### config.mk
export PLATFORM = sky130hd
export DESIGN_NAME = spi_slave_burst
export DESIGN_NICKNAME = d
export VERILOG_FILES = /design/src/rtl/spi_slave_burst.sv
export SDC_FILE = /design/constraint.sdc
export NUM_CORES = 1
export LEC_CHECK = 0
export CELL_PAD_IN_SITES_DETAIL_PLACEMENT = 1
export CELL_PAD_IN_SITES_GLOBAL_PLACEMENT = 1
export CORE_MARGIN = 2
export CORE_UTILIZATION = 40
export DETAILED_ROUTE_END_ITERATION = 10
export PLACE_DENSITY_LB_ADDON = 0.1
export SLEW_MARGIN = 25
export SYNTH_ARGS = -nofsm -noshare
export SYNTH_HDL_FRONTEND = slang
export SYNTH_SLANG_ARGS = --single-unit
### constraint.sdc
create_clock -name clk -period 1.8 [get_ports clk]
set_clock_uncertainty 0.2 [all_clocks]
set_input_delay 0.27 -clock clk [delete_from_list [all_inputs] [get_ports clk]]
set_output_delay 0.27 -clock clk [all_outputs]
set_load 0.02 [all_outputs]
### src/rtl/spi_slave_burst.sv
// SPI register-access slave: mode bit, address, then a burst of data words.
// All SPI pins are resynchronised into clk; addresses auto-increment per word.
module spi_slave_burst #(
  parameter int ADDR_W = 7,
  parameter int DATA_W = 8,
  parameter int CPOL   = 0,
  parameter int CPHA   = 0
) (
  input  logic              clk,
  input  logic              rst_n,
  input  logic              cs_n,
  input  logic              sclk,
  input  logic              mosi,
  output logic              miso,
  output logic [ADDR_W-1:0] addr,
  output logic [DATA_W-1:0] data_w,
  output logic              write_vld,
  output logic              read_en,
  input  logic [DATA_W-1:0] data_r,
  output logic              busy,
  output logic              frame_abort
);

  localparam int   CNT_W     = $clog2((ADDR_W > DATA_W ? ADDR_W : DATA_W) + 1);
  localparam logic SCLK_IDLE = (CPOL != 0);

  typedef enum logic [1:0] {IDLE, CMD, ADDR, DATA} state_t;

  state_t            state, state_nx;
  logic [1:0]        cs_sync, sclk_sync, mosi_sync;
  logic              cs_d, sclk_d;
  logic              cs_s, sclk_s, mosi_s;
  logic              rise, fall, lead, trail, sample, shift_e, cs_fall;
  logic [CNT_W-1:0]  bit_cnt;
  logic [ADDR_W-1:0] addr_sh, addr_nx;
  logic [DATA_W-1:0] rx_sh, rx_nx, tx_sh;
  logic              mode_rd, miso_q, load_p1;
  logic              addr_last, data_last, word_done, abort_now;

  // Stage p0: pin synchronisers and edge history
  always_ff @(posedge clk or negedge rst_n) begin
    if (!rst_n) begin
      cs_sync   <= 2'b11;
      sclk_sync <= {2{SCLK_IDLE}};
      mosi_sync <= 2'b00;
      cs_d      <= 1'b1;
      sclk_d    <= SCLK_IDLE;
    end else begin
      cs_sync   <= {cs_sync[0], cs_n};
      sclk_sync <= {sclk_sync[0], sclk};
      mosi_sync <= {mosi_sync[0], mosi};
      cs_d      <= cs_sync[1];
      sclk_d    <= sclk_sync[1];
    end
  end

  assign cs_s    = cs_sync[1];
  assign sclk_s  = sclk_sync[1];
  assign mosi_s  = mosi_sync[1];
  assign rise    = sclk_s & ~sclk_d;
  assign fall    = ~sclk_s & sclk_d;
  assign lead    = SCLK_IDLE ? fall : rise;
  assign trail   = SCLK_IDLE ? rise : fall;
  assign sample  = (CPHA != 0) ? trail : lead;
  assign shift_e = (CPHA != 0) ? lead : trail;
  assign cs_fall = cs_d & ~cs_s;

  assign addr_last = (bit_cnt == CNT_W'(ADDR_W - 1));
  assign data_last = (bit_cnt == CNT_W'(DATA_W - 1));
  assign addr_nx   = {addr_sh[ADDR_W-2:0], mosi_s};
  assign rx_nx     = {rx_sh[DATA_W-2:0], mosi_s};

  // A word or field finishing on the same clk that cs_n rises is a clean end
  assign word_done = sample && ((state == CMD) ||
                                (state == ADDR && addr_last) ||
                                (state == DATA && data_last));
  assign abort_now = cs_s && (state != IDLE) && (bit_cnt != '0) && !word_done;

  always_ff @(posedge clk or negedge rst_n) begin
    if (!rst_n) state <= IDLE;
    else        state <= state_nx;
  end

  always_comb begin
    state_nx = state;
    if (cs_s) begin
      state_nx = IDLE;
    end else begin
      case (state)
        IDLE:    if (cs_fall) state_nx = CMD;
        CMD:     if (sample) state_nx = ADDR;
        ADDR:    if (sample && addr_last) state_nx = DATA;
        DATA:    state_nx = DATA;
        default: state_nx = IDLE;
      endcase
    end
  end

  // Stage p1: field decode, register-side strobes and tx shifting
  always_ff @(posedge clk or negedge rst_n) begin
    if (!rst_n) begin
      addr        <= '0;
      data_w      <= '0;
      write_vld   <= 1'b0;
      read_en     <= 1'b0;
      frame_abort <= 1'b0;
      bit_cnt     <= '0;
      addr_sh     <= '0;
      rx_sh       <= '0;
      tx_sh       <= '0;
      mode_rd     <= 1'b0;
      miso_q      <= 1'b0;
      load_p1     <= 1'b0;
    end else begin
      write_vld   <= 1'b0;
      read_en     <= 1'b0;
      frame_abort <= abort_now;
      load_p1     <= read_en;
      if (write_vld) addr <= addr + ADDR_W'(1);
      case (state)
        CMD: if (sample) mode_rd <= mosi_s;
        ADDR: begin
          if (sample) begin
            addr_sh <= addr_nx;
            if (addr_last) begin
              bit_cnt <= '0;
              addr    <= addr_nx;
              read_en <= mode_rd;
            end else begin
              bit_cnt <= bit_cnt + CNT_W'(1);
            end
          end
        end
        DATA: begin
          if (sample) begin
            if (!mode_rd) rx_sh <= rx_nx;
            if (data_last) begin
              bit_cnt <= '0;
              if (mode_rd) begin
                addr    <= addr + ADDR_W'(1);
                read_en <= 1'b1;
              end else begin
                data_w    <= rx_nx;
                write_vld <= 1'b1;
              end
            end else begin
              bit_cnt <= bit_cnt + CNT_W'(1);
            end
          end
          // With CPHA=0 the MSB is already on miso, so the first shift edge of a word is skipped
          if (mode_rd && shift_e && ((CPHA != 0) || (bit_cnt != '0))) begin
            miso_q <= tx_sh[DATA_W-1];
            tx_sh  <= tx_sh << 1;
          end
        end
        default: ;
      endcase
      if (load_p1) begin
        if (CPHA == 0) begin
          miso_q <= data_r[DATA_W-1];
          tx_sh  <= data_r << 1;
        end else begin
          tx_sh  <= data_r;
        end
      end
      if (state == IDLE && cs_fall) begin
        bit_cnt <= '0;
        addr    <= '0;
        miso_q  <= 1'b0;
      end
    end
  end

  assign miso = miso_q & mode_rd & (state == DATA);
  assign busy = (state != IDLE);

endmodule

==> impl_metrics.ini, run 1 <==
[run_status]
status = finished, violations left
violations = setup timing

[final_layout]
synthToLayoutAreaGrowth_pct = 43.8
num_antenna_cells = 0
final_cells = 380
drive_gt1_share_pct = 48.8
multiInputGateArea_um2 = 1430
nets = 319
fillers = 647
seqCellArea_um2 = 1390
final_core_util_pct = 59.5

[logic_synthesis]
async_reset_ff_share_pct = 100
yosys.area.top_type = dfrtp_1
synth-edff-count = 0
syn_avg_cell_area_um2 = 12.2
ys_ff_latch = 55
syn_inst = 217
synth_top_area_share_pct = 49.2
synth_nets = 234
yosysSeqAreaShare_pct = 52.2
ys_warn_count = 0
synth_flop_cell = dfrtp_1
syn_area_um2 = 2640
synth.distinct_cells = 55
yosys-top-cells-area = dfrtp_1 (49%), mux2_2 (6.8%), mux2_4 (4.5%), dfstp_2 (3.0%), a222oi_1 (2.7%)

[drt]
firstDrtPassIters = 6
drc = 0
vias = 2093
wire_per_inst_um = 19.2
routed_wl_um = 7300
drtAntennaViolNets = 0
drt-initial-drc-count = 116
vias_per_cell = 5.51

[placed_design]
port_buffers = 32
gp_congestion = 0.781
hpwl_um = 4490
dp.cells = 355

[pwr]
p_sw_w = 0.000619
power.density_nw_per_um2 = 658
switching_share_pct = 24.7
intPower_w = 0.00188
combPwrFrac_pct = 11.6
p_clk_share_pct = 35.2
seqPwrFrac_pct = 53.2
peakVddDrop_mv = 0.489
p_leak_nw = 1.83

[global_route]
overflow = 0
grt_max_degree = 31
grt_pass1_vias = 2246
grt_usage_pct = 20.5
grt_pass1_wl_um = 11700
grt_antenna_before_repair = 0

[setup_path]
crit_required_ns = 1.83
r2r_cells = 7
path_max_fanout = 7
timing.rr.start = sclk_d
r2r_end = addr[5]
path_class = register to register
cp-end-kind = register
worstSetupStartpointType = register
rrSetupSlack_ns = -0.1
cp.arrival_ns = 1.93

[clock_network]
clock_path_buffers = 2
cts_made_buffers = 5
cts-root-buf = clkbuf_8
cts_sinks = 55
h-tree-depth = 2
cts_tree = yes
cts.reportedPaths.clkPinSlew_ns = 0.11
clk_latency_ns = 0.31

[sta]
tns_ns = -0.669
setup_viol = 15
relSlewSlack_pct = 72.4
slew_violations = 0
worst_pin_slew_ns = 0.410
max_freq_mhz = 527
period_needed_ns = 1.90
hold_viol_final = 0
rsz0062_at_grt = yes
finalCritPeriodShare_pct = 105
final.setup.worst_slack_ns = -0.0975

[floorplan]
fp.dieH_um = 85.3
fp.coreArea_um2 = 6390
die_area_um2 = 7280
die_x_um = 85.3
rows = 29
ios = 33
initial_core_util_pct = 41.4

[min_path]
hp-class = register to register
worstHoldEndpoint = mosi_sync[1]
hold_start = mosi_sync[0]
whs_path_depth = 0

[job]
maxCapViolations = 0
layout make-up:
class / count / share of cell area, %
Multi-Input combinational cell: 143 / 37.5
Sequential cell: 55 / 36.4
Timing Repair Buffer: 84 / 19.1
Tap cell: 77 / 2.53
Clock buffer: 6 / 2.17
Inverter: 13 / 1.28
Clock inverter: 2 / 1.02
cell families after synthesis:
group	Yosys count	share of synthesized area (%)
xor gates and xnor gates	11	3.64
buffers and inverters	20	3.88
DFF	55	52.2
and+or+nand+nor	58	12.9
AOI/OAI and AO/OA	44	13.7
adders and majority gates	4	1.89
muxes	25	11.8
through the flow:
stage	instance area (um2)	hold WS (ns)	setup slack, ns	power [W]
4_1_cts	3610	0.158	-0.0797	0.00249
6_report	3800	0.158	-0.0975	0.00250
3_3_place_gp	3290	0.0998	-0.130	0.00159
5_1_grt	3800	0.170	-0.177	0.00260
3_5_place_dp	3290	0.103	-0.156	0.00159
2_1_floorplan	2660	-0.226	-0.00601	0.00145
worst max path at each step:
stage	slack, ns	cells past startpoint	to	startpoint
after detailed placement	-0.16	7	tx_sh[2]	bit_cnt[0]
after global placement	-0.13	7	tx_sh[2]	bit_cnt[0]
after floorplan	-0.006	7	tx_sh[3]	bit_cnt[0]
after CTS	-0.08	7	tx_sh[7]	bit_cnt[0]
after global routing	-0.18	7	miso_q	bit_cnt[0]
final	-0.1	7	addr[5]	sclk_d
sequential cells by signal (all words and copies together), names as in the netlist, 2 cells and up:
| register | flops |
|---|---|
| bit_cnt | 4 |
| addr | 7 |
| data_w | 8 |
| mosi_sync | 2 |
| state | 2 |
| rx_sh | 7 |
| sclk_sync | 2 |
| cs_sync | 2 |
| tx_sh | 7 |
| addr_sh | 6 |
power groups by stage:
stage                     sequential (W)  combinational, W  clock (W)
after detailed placement         0.00135          0.000243          0
after CTS                        0.00133          0.000264   0.000895
after floorplan                  0.00135         0.0000994          0
after global placement           0.00135          0.000240          0
final                            0.00133          0.000291   0.000881
after global routing             0.00134          0.000312   0.000951
synth_stat cells, drive strengths merged (3+ instances only):
cell type	number
nor2	14
xor2	3
nand2b	3
mux2	25
and3	4
o21ai	7
nand2	14
and2	3
o31ai	3
ha	4
xnor2	8
inv	13
buf	5
a21oi	9
a222oi	7
dfstp	3
dfrtp	52
nand3	6
a221oi	4
cell usage in the layout, fill, tap and decap left out, types with 3 or more instances in the layout:
cell type,synthesis,layout
nand2_1,14,11
and3_1,3,3
nor2_4,0,4
nor2_2,3,3
buf_6,1,7
o21ai_0,5,5
inv_2,1,4
dfrtp_2,0,4
mux2_4,8,13
clkbuf_8,0,6
dfrtp_1,52,48
nand3_1,6,5
buf_4,0,44
mux2_2,16,12
nor2_1,11,7
a222oi_1,7,7
inv_1,12,9
xnor2_1,8,7
dlygate4sd2_1,0,8
a221oi_2,3,4
dfstp_2,3,3
a21oi_1,8,6
clkdlybuf4s50_1,0,17
dlymetal6s2s_1,0,4
nand2b_4,0,3
layer usage:
metal	share of wire, %	GRT usage, %	vias up
met5	0	0	-
met2	50	33.9	45
met4	1.4	6.35	0
met3	3.2	3.79	8
met1	45	27.3	1086
li1	-	-	954
critical path: stages (launching register included):
cell and delay (ns):
dfrtp_1 0.42, and4bb_1 0.26, buf_6 0.16, buf_4 0.15
a31oi_4 0.18, nor2_2 0.05, xnor2_1 0.14, a221oi_2 0.25
timing repair:
item,in CTS,in global routing
hold endpoints to repair,52,0
cloned,1,0
setup endpoints to repair,34,45
hold buffers,1,0
gates resized for setup,41,38
pin swaps,12,24
buffers inserted,9,8
Note: power is estimated with default switching activity, not from simulation.
==> inputs of run 2 (changes only) <==
--- a/config.mk
+++ b/config.mk
@@ -8,7 +8,7 @@
 export CELL_PAD_IN_SITES_DETAIL_PLACEMENT = 1
 export CELL_PAD_IN_SITES_GLOBAL_PLACEMENT = 1
 export CORE_MARGIN = 2
-export CORE_UTILIZATION = 40
+export CORE_UTILIZATION = 30
 export DETAILED_ROUTE_END_ITERATION = 10
 export PLACE_DENSITY_LB_ADDON = 0.1
 export SLEW_MARGIN = 25
==> run 2 against run 1 <==
  * Sequential share of layout area is 0.21 points lower
  * Core utilization is 15 points lower
  * Highest routed layer unchanged
  * Clock power is 0.5% lower
  * The flow still finishes with violations (setup timing)
  * Cell area is 0.49% higher
  * Cell count grew 8.4%
  * Worst hold slack got worse by 0.010 ns
  * Combinational power grew 8.6%
  * Setup slack got worse by 0.043 ns
==> impl_metrics.ini, run 2 (synthesized netlist as in run 1, its figures left out) <==
[floorplan]
die_x_um = 97.9
fp.dieH_um = 97.9
die_area_um2 = 9580
ios = 33
rows = 34
initial_core_util_pct = 30.6
fp.coreArea_um2 = 8640

[sta]
finalCritPeriodShare_pct = 108
tns_ns = -0.911
period_needed_ns = 1.94
slew_violations = 0
setup_viol = 13
hold_viol_final = 0
worst_pin_slew_ns = 0.346
holdWs_ns = 0.148
rsz0062_at_grt = yes
relSlewSlack_pct = 76.7
final.setup.worst_slack_ns = -0.140
max_freq_mhz = 515

[drt]
drt-initial-drc-count = 82
drtAntennaViolNets = 0
firstDrtPassIters = 5
vias_per_cell = 4.93
wire_per_inst_um = 17.2
vias = 2032
drc = 0
routed_wl_um = 7080

[global_route]
overflow = 0
grt_max_degree = 56
grt_usage_pct = 14.4
grt_pass1_wl_um = 11100
grt_antenna_before_repair = 0
grt_pass1_vias = 2104

[clock_network]
h-tree-depth = 2
cts_made_buffers = 5
cts.reportedPaths.clkPinSlew_ns = 0.11
cts_sinks = 55
clk_latency_ns = 0.31
cts-root-buf = clkbuf_8
cts_tree = yes
clock_path_buffers = 2

[final_layout]
final_core_util_pct = 44.2
largest_reg_flops = 8
top_register = data_w
final_cell_mix = dfrtp_1 (49), buf_4 (43), clkdlybuf4s50_1 (17)
nets = 320
layout_commonest_cell = dfrtp_1
num_antenna_cells = 0
drive_gt1_share_pct = 47.4
synthToLayoutAreaGrowth_pct = 44.5

[run_status]
status = finished, violations left
violations = setup timing

[min_path]
whs_path_depth = 1
worstHoldEndpoint = cs_sync[0]
hold_start = cs_n
hp-class = primary input to register

[pwr]
p_leak_nw = 1.85
power.density_nw_per_um2 = 658
power_w = 0.00251
peakVddDrop_mv = 0.359

[placed_design]
gp_congestion = 0.852
port_buffers = 32
hpwl_um = 4910

[setup_path]
r2r_cells = 7
path_class = register to register
path_max_fanout = 4
crit_required_ns = 1.79
cp_cell_sequence = buf_4 -> ha_4 -> and2_4 -> a21oi_4 -> mux2_4 -> o221ai_2 -> a21oi_1
rrSetupSlack_ns = -0.14
r2r_end = addr[1]
crit_slowest_cell = dfrtp_1
cp-end-kind = register
critPathBufInv = 1
cp.arrival_ns = 1.93
slowest_delay_ns = 0.42
critical_path.top_delay_family = flip-flops
timing.rr.start = bit_cnt[1]
worstSetupStartpointType = register

[job]
maxCapViolations = 0
## run 2: worst max path at each step
stage,from,cells after the start,slack (ns),end
final,bit_cnt[1],7,-0.14,addr[1]
after global routing,bit_cnt[0],7,-0.23,tx_sh[7]
after CTS,bit_cnt[1],7,-0.10,miso_q
after detailed placement,bit_cnt[0],7,-0.16,tx_sh[2]
after global placement,bit_cnt[0],7,-0.09,tx_sh[2]
after floorplan,bit_cnt[0],7,-0.006,tx_sh[3]
## run 2: worst reg2reg max path: cells and delay by family, from the launching register on
kind,cells,cell delay (ns)
muxes,1,0.32
and+or+nand+nor,1,0.19
adders and majority gates,1,0.15
DFF,1,0.42
AOI/OAI and AO/OA,3,0.39
buffers and inverters,1,0.15
## run 2: power breakdown
part / internal, W / switching (W)
registers: 0.00128 / 0.0000432
clock network: 0.000430 / 0.000447
logic: 0.000163 / 0.000153
## run 2: what timing repair did
action                                  in CTS  in global routing
endpoints found under the setup margin      29                 39
setup buffers                                0                 12
gates cloned                                 0                  1
hold endpoints to repair                    52                  0
resized for setup                           42                 33
hold buffers                                 1                  0
pin swaps                                    8                 17
## run 2: metal layers
layer  global-route usage, %  wire length [um]
met5                       0                 0
met4                    2.88                57
met3                    2.58               140
met2                    24.9              3760
met1                    19.0              3130
## run 2: metrics by stage
stage	setup slack (ns)	cell area, um2	cells
CTS	-0.103	3580	399
global route	-0.231	3820	412
global placement	-0.0938	3370	390
finish	-0.140	3820	412
detailed placement	-0.163	3370	390
floorplan	-0.00601	2660	217
## run 2: final cells by class
type                            count  area, um2
Fill cell                         940       4810
Multi-Input combinational cell    143       1390
Sequential cell                    55       1380
Timing Repair Buffer               85        748
Tap cell                          108        135
Clock buffer                        5       68.8
Clock inverter                      3       50.0
Inverter                           13       48.8
==> inputs of run 3 (changes only) <==
==> constraint.sdc (replaced) <==
create_clock -name clk -period 1.81 [get_ports clk]
set_clock_uncertainty 0.2 [all_clocks]
set_input_delay 0.2715 -clock clk [delete_from_list [all_inputs] [get_ports clk]]
set_output_delay 0.2715 -clock clk [all_outputs]
set_load 0.02 [all_outputs]
==> run 3 against run 2 <==
  * The run still ends with setup timing left
  * Worst hold slack gained 0.013 ns
  * Maximum frequency grew 3.3%
  * Critical path depth shrank 1
  * Core utilization decreased by 0.72 points
==> impl_metrics.ini, run 3 (synthesized netlist as in run 1, its figures left out) <==
[clock_network]
cts_sinks = 55
cts_made_buffers = 5
clk_latency_ns = 0.31
cts.reportedPaths.clkPinSlew_ns = 0.11
clock_path_buffers = 2
h-tree-depth = 2
cts_tree = yes
cts-root-buf = clkbuf_8

[drt]
drc = 0
drtAntennaViolNets = 0
vias = 1997
drt-initial-drc-count = 71
vias_per_cell = 4.96
routed_wl_um = 6680
wire_per_inst_um = 16.6
firstDrtPassIters = 8

[final_layout]
final_cell_mix = dfrtp_1 (47), buf_4 (38), clkdlybuf4s50_1 (19)
largest_reg_flops = 8
layout_commonest_cell = dfrtp_1
final_area_um2 = 3760
nets = 311
num_antenna_cells = 0
top_register = data_w
synthToLayoutAreaGrowth_pct = 42.2
final_cells = 403
drive_gt1_share_pct = 46.1
fillers = 943

[sta]
max_freq_mhz = 532
slew_violations = 0
rsz0062_at_grt = yes
final.setup.worst_slack_ns = -0.0690
finalCritPeriodShare_pct = 104
period_needed_ns = 1.88
relSlewSlack_pct = 75.0
hold_viol_final = 0
worst_pin_slew_ns = 0.372
setup_viol = 10

[min_path]
worstHoldEndpoint = cs_sync[0]
whs_path_depth = 1
hold_start = cs_n
hp-class = primary input to register

[global_route]
grt_pass1_vias = 2066
grt_usage_pct = 14.3
grt_antenna_before_repair = 0
grt_pass1_wl_um = 10900
overflow = 0
grt_max_degree = 56

[setup_path]
crit_required_ns = 1.81
path_class = register to register
r2r_cells = 6
cp-end-kind = register
cp.arrival_ns = 1.88
path_max_fanout = 4
r2r_end = addr[1]
timing.rr.start = bit_cnt[0]
rrSetupSlack_ns = -0.07
worstSetupStartpointType = register

[placed_design]
hpwl_um = 4830
dpl_worst_slack_ns = -0.134
gp_congestion = 0.800
place_area_um2 = 3340
dp.cells = 386
port_buffers = 32

[floorplan]
die_x_um = 97.9
die_area_um2 = 9580
rows = 34
fp.dieH_um = 97.9
initial_core_util_pct = 30.6
ios = 33
fp.coreArea_um2 = 8640

[job]
maxCapViolations = 0

[run_status]
violations = setup timing
status = finished, violations left

[pwr]
power.density_nw_per_um2 = 648
p_leak_nw = 1.81
peakVddDrop_mv = 0.316
run 3: changes by cell type in the layout (fill, tap and decap cells not counted), moves of 3 or more:
cell,previous run,this run
buf_4,43,38
o21ai_0,0,4
o21ai_1,5,2
buf_6,8,4
run 3: what timing repair did:
| action | CTS | global route |
|---|---|---|
| hold buffers | 1 | 0 |
| setup buffers | 3 | 5 |
| endpoints found under the hold margin | 52 | 0 |
| gates cloned | 1 | 0 |
| endpoints found under the setup margin | 26 | 34 |
| pin swaps | 9 | 15 |
| gates resized for setup | 34 | 38 |
run 3: final cells by class:
cell class	instances	area, um2	area share (%)
clock buffer	5	68.8	1.83
sequential	55	1390	36.9
tap	108	135	3.60
multi-input combinational	143	1410	37.5
timing repair buffer	76	664	17.7
clock inverter	3	47.5	1.26
inverter	13	48.8	1.30
run 3: where the power goes:
group,internal [W],leakage (nW),switching [W]
Sequential,0.00127,0.733,0.0000472
Combinational,0.000140,1.02,0.000139
Clock,0.000420,0.0587,0.000417
Total,0.00183,1.81,0.000604
run 3: metal layers:
metal	track usage, %	share of wire [%]	vias to the layer above
met4	3.85	1.0	0
met1	19.5	46	1029
met2	23.7	51	20
met5	0	0	-
li1	-	-	943
met3	2.36	2.1	5
run 3: metrics by stage:
stage / setup TNS, ns / total power (W) / util (%) / hold WS [ns]
final: -0.359 / 0.00244 / 43.5 / 0.161
after global routing: -1.95 / 0.00256 / 43.5 / 0.152
after CTS: -0.640 / 0.00247 / 41.1 / 0.145
after detailed placement: -1.17 / 0.00160 / 38.7 / 0.104
after global placement: -0.754 / 0.00160 / 38.7 / 0.0995
after floorplan: -0.0923 / 0.00144 / - / -0.224
run 3: how the worst max path moves through the flow:
stage	slack [ns]	start	to	cells after the start
final	-0.07	bit_cnt[0]	addr[1]	6
after global routing	-0.20	bit_cnt[0]	tx_sh[6]	7
after CTS	-0.11	bit_cnt[0]	tx_sh[6]	7
after detailed placement	-0.13	bit_cnt[0]	tx_sh[7]	7
after global placement	-0.12	bit_cnt[1]	addr[5]	6
after floorplan	-0.04	bit_cnt[0]	addr[1]	6
run 3: worst max-delay path: stages, from the launching register on:
cell and delay [ns]:
dfrtp_1 0.42, ha_1 0.23, and2_4 0.20, a21oi_4 0.15
mux2_1 0.33, o221ai_1 0.17, a21oi_1 0.06
